===== config.mk =====
export PLATFORM = sky130hd
export DESIGN_NAME = mdu_iter
export DESIGN_NICKNAME = d
export VERILOG_FILES = /design/src/rtl/mdu_pkg.sv /design/src/rtl/mdu_div_step.sv /design/src/rtl/mdu_iter.sv
export SDC_FILE = /design/constraint.sdc
export NUM_CORES = 2
export LEC_CHECK = 0
export CAP_MARGIN = 25
export CORE_UTILIZATION = 25
export DETAILED_ROUTE_END_ITERATION = 12
export REMOVE_ABC_BUFFERS = 1
export SLEW_MARGIN = 20
export SYNTH_ARGS = -nofsm -noshare
export SYNTH_HDL_FRONTEND = slang
export SYNTH_HIERARCHICAL = 1
export SYNTH_SLANG_ARGS = --single-unit

===== constraint.sdc =====
create_clock -name clk -period 9.02 [get_ports clk]
set_clock_uncertainty 0.1 [all_clocks]
set_input_delay 1.804 -clock clk [delete_from_list [all_inputs] [get_ports clk]]
set_output_delay 1.804 -clock clk [all_outputs]
set_load 0.02 [all_outputs]

===== src/rtl/mdu_pkg.sv =====
// rtl/mdu_pkg.sv - shared op encodings, state enum and op-class helpers for mdu_iter
//
// Purpose: op codes, the control FSM state type and the decode helpers
//          used by the multiply/divide unit.
// Ports:   none (package).
package mdu_pkg;

  // Codes 10..15 are accepted as no-ops.
  localparam logic [3:0] OP_MULT  = 4'd0;
  localparam logic [3:0] OP_MULTU = 4'd1;
  localparam logic [3:0] OP_DIV   = 4'd2;
  localparam logic [3:0] OP_DIVU  = 4'd3;
  localparam logic [3:0] OP_MADD  = 4'd4;
  localparam logic [3:0] OP_MADDU = 4'd5;
  localparam logic [3:0] OP_MSUB  = 4'd6;
  localparam logic [3:0] OP_MSUBU = 4'd7;
  localparam logic [3:0] OP_MTHI  = 4'd8;
  localparam logic [3:0] OP_MTLO  = 4'd9;

  typedef enum logic [1:0] {
    ST_IDLE = 2'd0,
    ST_MUL  = 2'd1,
    ST_DIV  = 2'd2,
    ST_FIX  = 2'd3
  } state_e;

  function automatic logic is_signed(input logic [3:0] op);
    return (op == OP_MULT) || (op == OP_DIV) || (op == OP_MADD) || (op == OP_MSUB);
  endfunction

  function automatic logic is_mul(input logic [3:0] op);
    return (op <= OP_MSUBU) && (op != OP_DIV) && (op != OP_DIVU);
  endfunction

  function automatic logic is_div(input logic [3:0] op);
    return (op == OP_DIV) || (op == OP_DIVU);
  endfunction

endpackage


===== src/rtl/mdu_div_step.sv =====
// rtl/mdu_div_step.sv - one combinational restoring-division step
//
// Purpose: shift the next dividend bit into the partial remainder and
//          subtract the divisor if it fits.
// Ports:
//   rem      in  WIDTH  partial remainder (always < divisor)
//   divisor  in  WIDTH  divisor magnitude
//   dvd_bit  in  1      next dividend bit, MSB first
//   rem_next out WIDTH  updated partial remainder
//   q_bit    out 1      quotient bit produced by this step
module mdu_div_step #(
  parameter int WIDTH = 32
) (
  input  logic [WIDTH-1:0] rem,
  input  logic [WIDTH-1:0] divisor,
  input  logic             dvd_bit,
  output logic [WIDTH-1:0] rem_next,
  output logic             q_bit
);

  // One extra bit: the shifted remainder can reach 2*divisor-1.
  logic [WIDTH:0] shifted;
  logic [WIDTH:0] diff;

  assign shifted  = {rem, dvd_bit};
  assign diff     = shifted - {1'b0, divisor};
  assign q_bit    = (shifted >= {1'b0, divisor});
  // Either result is below the divisor, so the top bit is always zero.
  assign rem_next = WIDTH'(q_bit ? diff : shifted);

endmodule


===== src/rtl/mdu_iter.sv =====
// rtl/mdu_iter.sv - iterative multiply/divide unit owning the HI/LO registers
//
// Purpose: shift-add multiply (MUL_BITS per cycle) with MADD/MSUB accumulate,
//          restoring divide (one bit per cycle), MTHI/MTLO, flush support.
// Ports:
//   clk      in  1      clock, rising edge
//   RESET_N  in  1      asynchronous active-low reset
//   Req      in  1      exception pending, blocks new ops
//   Flush    in  1      abort in-flight op
//   Start    in  1      op valid
//   Op       in  4      op code (mdu_pkg)
//   A        in  WIDTH  rs operand
//   B        in  WIDTH  rt operand
//   RdSel    in  1      0 = HI, 1 = LO on HILO
//   Busy     out 1      op in flight
//   Done     out 1      pulse in the cycle after HI/LO take a result
//   HILO     out WIDTH  selected HI/LO register
module mdu_iter
  import mdu_pkg::*;
#(
  parameter int WIDTH    = 32,
  parameter int MUL_BITS = 2
) (
  input  logic             clk,
  input  logic             RESET_N,
  input  logic             Req,
  input  logic             Flush,
  input  logic             Start,
  input  logic [3:0]       Op,
  input  logic [WIDTH-1:0] A,
  input  logic [WIDTH-1:0] B,
  input  logic             RdSel,
  output logic             Busy,
  output logic             Done,
  output logic [WIDTH-1:0] HILO
);

  localparam int W2    = 2 * WIDTH;
  localparam int CNT_W = $clog2(WIDTH + 1);
  localparam logic [CNT_W-1:0] MUL_CNT = CNT_W'(WIDTH / MUL_BITS);
  localparam logic [CNT_W-1:0] DIV_CNT = CNT_W'(WIDTH);
  localparam logic [CNT_W-1:0] CNT_ONE = CNT_W'(1);

  state_e           state;
  logic [CNT_W-1:0] cnt;
  logic [3:0]       op_q;
  // Multiply: product accumulator. Divide: {remainder, dividend/quotient}.
  logic [W2-1:0]    acc;
  logic [W2-1:0]    mcand;
  // Multiplier (shifted right each step) or divisor magnitude.
  logic [WIDTH-1:0] mplier;
  logic             neg_q;   // product / quotient negative
  logic             rneg_q;  // remainder negative (dividend sign)
  logic             dz_q;    // divide by zero early-out
  logic [WIDTH-1:0] hi;
  logic [WIDTH-1:0] lo;
  logic             done_q;

  logic             accept;
  logic             a_neg;
  logic             b_neg;
  logic [WIDTH-1:0] a_mag;
  logic [WIDTH-1:0] b_mag;
  logic             b_zero;

  assign accept = Start & ~Req & ~Flush & (state == ST_IDLE);
  assign a_neg  = is_signed(Op) & A[WIDTH-1];
  assign b_neg  = is_signed(Op) & B[WIDTH-1];
  // The most negative value maps to itself, which is its correct unsigned magnitude.
  assign a_mag  = a_neg ? -A : A;
  assign b_mag  = b_neg ? -B : B;
  assign b_zero = (B == '0);

  // Shift-add: add the multiplicand once per set multiplier bit in this digit.
  logic [W2-1:0] partial;
  always_comb begin
    partial = '0;
    for (int i = 0; i < MUL_BITS; i++) begin
      if (mplier[i]) partial = partial + (mcand << i);
    end
  end

  logic [WIDTH-1:0] rem_nxt;
  logic             q_bit;
  logic [W2-1:0]    acc_div_nxt;

  mdu_div_step #(.WIDTH(WIDTH)) u_div_step (
    .rem      (acc[W2-1:WIDTH]),
    .divisor  (mplier),
    .dvd_bit  (acc[WIDTH-1]),
    .rem_next (rem_nxt),
    .q_bit    (q_bit)
  );

  // Remainder in the upper half; quotient bits shift in as dividend bits shift out.
  assign acc_div_nxt = {rem_nxt, acc[WIDTH-2:0], q_bit};

  // Final sign fix-up and accumulate, evaluated in FIX.
  logic [W2-1:0]    prod;
  logic [W2-1:0]    fix_hilo;
  logic [WIDTH-1:0] quo;
  logic [WIDTH-1:0] remv;
  always_comb begin
    prod     = neg_q ? -acc : acc;
    quo      = acc[WIDTH-1:0];
    remv     = acc[W2-1:WIDTH];
    fix_hilo = prod;
    if (is_mul(op_q)) begin
      case (op_q)
        OP_MADD, OP_MADDU: fix_hilo = {hi, lo} + prod;
        OP_MSUB, OP_MSUBU: fix_hilo = {hi, lo} - prod;
        default:           fix_hilo = prod;
      endcase
    end else if (dz_q) begin
      // Raw dividend was parked in the low half.
      fix_hilo = {quo, {WIDTH{1'b1}}};
    end else begin
      fix_hilo = {(rneg_q ? -remv : remv), (neg_q ? -quo : quo)};
    end
  end

  always_ff @(posedge clk or negedge RESET_N) begin
    if (!RESET_N) begin
      state  <= ST_IDLE;
      cnt    <= '0;
      op_q   <= '0;
      acc    <= '0;
      mcand  <= '0;
      mplier <= '0;
      neg_q  <= 1'b0;
      rneg_q <= 1'b0;
      dz_q   <= 1'b0;
      hi     <= '0;
      lo     <= '0;
      done_q <= 1'b0;
    end else begin
      done_q <= 1'b0;
      case (state)
        ST_IDLE: begin
          if (accept) begin
            if (Op == OP_MTHI) begin
              hi <= A;
            end else if (Op == OP_MTLO) begin
              lo <= A;
            end else if (is_mul(Op)) begin
              state  <= ST_MUL;
              cnt    <= MUL_CNT;
              op_q   <= Op;
              acc    <= '0;
              mcand  <= {{WIDTH{1'b0}}, a_mag};
              mplier <= b_mag;
              neg_q  <= a_neg ^ b_neg;
              rneg_q <= 1'b0;
              dz_q   <= 1'b0;
            end else if (is_div(Op)) begin
              state  <= ST_DIV;
              cnt    <= DIV_CNT;
              op_q   <= Op;
              acc    <= {{WIDTH{1'b0}}, (b_zero ? A : a_mag)};
              mcand  <= '0;
              mplier <= b_mag;
              neg_q  <= a_neg ^ b_neg;
              rneg_q <= a_neg;
              dz_q   <= b_zero;
            end
          end
        end
        ST_MUL: begin
          if (Flush) begin
            state <= ST_IDLE;
          end else begin
            acc    <= acc + partial;
            mcand  <= mcand << MUL_BITS;
            mplier <= mplier >> MUL_BITS;
            cnt    <= cnt - CNT_ONE;
            if (cnt == CNT_ONE) state <= ST_FIX;
          end
        end
        ST_DIV: begin
          if (Flush) begin
            state <= ST_IDLE;
          end else if (dz_q) begin
            state <= ST_FIX;
          end else begin
            acc <= acc_div_nxt;
            cnt <= cnt - CNT_ONE;
            if (cnt == CNT_ONE) state <= ST_FIX;
          end
        end
        ST_FIX: begin
          state <= ST_IDLE;
          // Flush outranks completion: drop the result silently.
          if (!Flush) begin
            hi     <= fix_hilo[W2-1:WIDTH];
            lo     <= fix_hilo[WIDTH-1:0];
            done_q <= 1'b1;
          end
        end
        default: state <= ST_IDLE;
      endcase
    end
  end

  assign Busy = (state != ST_IDLE);
  assign Done = done_q;
  assign HILO = RdSel ? lo : hi;

endmodule


==> out/results.txt <==
Status - finished clean
Final period util - 85.28%
H-tree depth - 2
Die area - 0.1317 mm2
Sequential share of the synthesized area - 18.36%
Avg Inst Size Synth - 7.341 um2
Clock share of power - 9.2%
PortBufs - 107
Worst EP arrival - 8.02 ns
EDFF count, synth - 0
First-pass GRT wire length - 199200 um
CTS clock-pin slew for the worst setup and hold paths - 0.06 ns
HP Class - reg -> reg
Root Driver - clkbuf_16
CTS Sinks - 239
Overall routing resource usage - 19.33%
CTS Hold Bufs - 0
Final setup fails - 0
Asr flop ratio synth - 100.0%
TNS Setup - 0 ns
Antenna Violating Nets Remaining - 0
VDD IR-drop max - 0.2340 mV
Synth area leader - dfrtp_1
Worst Tran Pin Value - 1.021 ns
Die Span Y - 362.9 um
Post-detail-place hpwl - 100500 um
Fill cells - 14080
Max-Slew Margin vs Limit - 30.18%
Antenna violations before repair - 5
Clock latency on the worst-skew pair - 0.58 ns
Routed wire length - 132300 um
Num CTS Buffers - 34
Number of max-cap violations - 0
Via-to-Cell Ratio - 5.627
# rows - 132
Sw Share - 56.73%
Max FO, Critical Path - 20
Initial Utilization - 25.19%
Int Power - 7.019 mW
Resized Gates After CTS - 0
WL/cell - 21.75 um
Via count - 34230
Die span in x - 362.9 um
Sequential share of power - 15.4%
GRT overflow - 0
Fmax - 0.1300 GHz
Cells after synthesis - 4437
Crit end category - flop
Area grow syn2layout - 11.01%
Yosys top cell area share - 18.36%
Crit path launch type - flop
Leakage - 14.89 nW
Synth top area cells - dfrtp_1 18%, ha_1 8.4%, a21oi_1 6.9%
Remaining routing DRC violations - 0
Pre-antenna DRT Iters - 8
Initial DRC count - 3902
Worst-case hold slack - 0.3863 ns
I/O Pins - 108
CORE AREA - 0.1293 mm2
Yosys warns - 6
Bufs on Longest Clock Path - 3
Worst Path Required - 9.35 ns
Largest net degree at the start of global routing - 139
Final Slew Violations - 0
Cell area after synthesis - 0.03257 mm2
Unique masters post-synth - 104
Sw Pwr - 9.201 mW
Final Core Density - 27.96%
Total Nets Final - 4614
Layout cells sized above 1 - 6.682%
Combinational share of power - 75.4%
Vias in the first global route - 31800
Gpl congestion - 0.9946
Final Hold Viols - 0
RSZ-0062 raised after global routing - no
Setup Fix Bufs, Post-CTS - 0
#FFs+latches synth - 239
Synth Flop Type - dfrtp_1
CTS tree - built
Critical setup path kind - reg -> reg
PwrDens - 448.6 mW/mm2
Tmin final - 7.692 ns
-- stage by stage --
| step | worst slack, ns | std cells | instance area (um2) | total power, mW |
|---|---|---|---|---|
| 2_1_floorplan | 1.649 | 4117 | 31220 | 10.70 |
| 3_3_place_gp | 1.651 | 6023 | 34980 | 14.35 |
| 3_5_place_dp | 1.582 | 6024 | 35000 | 14.37 |
| 4_1_cts | 1.559 | 6082 | 36150 | 15.92 |
| 5_1_grt | 0.8995 | 6082 | 36150 | 17.33 |
| 6_report | 1.328 | 6084 | 36150 | 16.22 |
-- cell usage after synthesis (all sizes together) (68+ instances only) --
master / number
dfrtp: 239
o21ai: 390
mux2: 105
xnor2: 224
ha: 218
nand3: 72
a21o: 131
a21oi: 448
and2: 77
nand2: 499
clkbuf: 272
nor2: 346
a31oi: 68
inv: 137
xor2: 201
-- state kept, by name (all words and copies together) (netlist names) --
name    count
acc        64
mcand      64
hi         32
lo         32
mplier     32
cnt         6
op_q        3
state       2
Done        1
dz_q        1
neg_q       1
rneg_q      1
-- power by group through the flow --
| stage | sequential (mW) | combinational, mW | clock, mW |
|---|---|---|---|
| 6_report | 2.50 | 12.2 | 1.49 |
| 5_1_grt | 2.53 | 13.3 | 1.54 |
| 4_1_cts | 2.45 | 12.0 | 1.51 |
| 3_5_place_dp | 2.47 | 11.9 | 0 |
| 3_3_place_gp | 2.45 | 11.9 | 0 |
| 2_1_floorplan | 2.09 | 8.60 | 0 |
-- cell usage in the layout (no fill, tap or decap), drive strengths merged, types with 40 or more instances in the layout --
| cell | n |
|---|---|
| inv | 138 |
| a22oi | 55 |
| nor3 | 62 |
| a31oi | 68 |
| mux2 | 105 |
| nor2b | 40 |
| or3 | 48 |
| xor2 | 201 |
| ha | 218 |
| dfrtp | 239 |
| buf | 60 |
| clkbuf | 47 |
| a221oi | 48 |
| nand4 | 51 |
| xnor2 | 224 |
| nand2 | 499 |
| a21oi | 448 |
| o21bai | 46 |
| clkdlybuf4s50 | 105 |
| a21o | 131 |
| and2 | 77 |
| o21ai | 390 |
| nor2 | 346 |
| nand3 | 72 |
| o31ai | 48 |
| and3 | 55 |
-- metal layers --
layer	share of wire (%)	track usage, %	vias up
li1	-	-	15960
met1	44	27.37	16440
met2	42	29.12	1553
met3	9.1	3.234	266
met4	4.0	7.165	8
met5	0.039	0	-
-- worst max-delay path: stages (launching register included) --
cell       delay, ns
dfrtp_2         0.55
inv_1           0.30
nor2_1          0.16
fa_1            0.56
a21oi_1         0.23
o21ai_0         0.10
o21ai_0         0.58
a211oi_1        0.25
a211o_1         0.29
a31oi_1         0.31
o21ai_0         0.27
a21o_1          0.24
a21oi_1         0.17
xnor2_1         0.08
mux2_2          0.29
ha_1            0.42
nand4_1         0.21
nor3_1          0.22
nand2_1         0.12
a211oi_1        0.64
o2111ai_1       0.37
nand3_1         0.23
a31oi_1         0.15
o21ai_0         0.29
a221oi_1        0.13
xnor3_1         0.22
o22ai_1         0.07
-- final timing paths --
path,startpoint,cells past startpoint,to,slack [ns]
worst max-delay path,mplier[0],26,acc[63],1.33
worst min-delay path,mcand[63],2,mcand[63],0.39
min in group asynchronous,RESET_N,1,mplier[27],1.19
max in group asynchronous,RESET_N,2,lo[9],6.21
worst max register to register,mplier[0],26,acc[63],1.33
worst min register to register,mcand[63],2,mcand[63],0.39
-- cell families after synthesis --
group	count (synthesis)	share of synthesized area, %
AO/OA/AOI/OAI	1539	29.83
AND/OR/NAND/NOR	1427	21.56
buffers and inverters	457	5.724
XOR/XNOR	426	11.50
flip-flops	239	18.36
adder cells (fa/ha/maj)	224	8.682
multiplexers	125	4.349
-- final cells by class --
| class | instances | area [um2] | area share (%) |
|---|---|---|---|
| Multi-Input combinational cell | 3741 | 24790 | 68.58 |
| Sequential cell | 239 | 5986 | 16.56 |
| Tap cell | 1742 | 2180 | 6.029 |
| Timing Repair Buffer | 165 | 1526 | 4.222 |
| Clock buffer | 47 | 940.9 | 2.602 |
| Inverter | 137 | 514.2 | 1.422 |
| Clock inverter | 11 | 209.0 | 0.5779 |
| Antenna cell | 2 | 5.005 | 0.01384 |
Power figures use the tool's default switching activity.
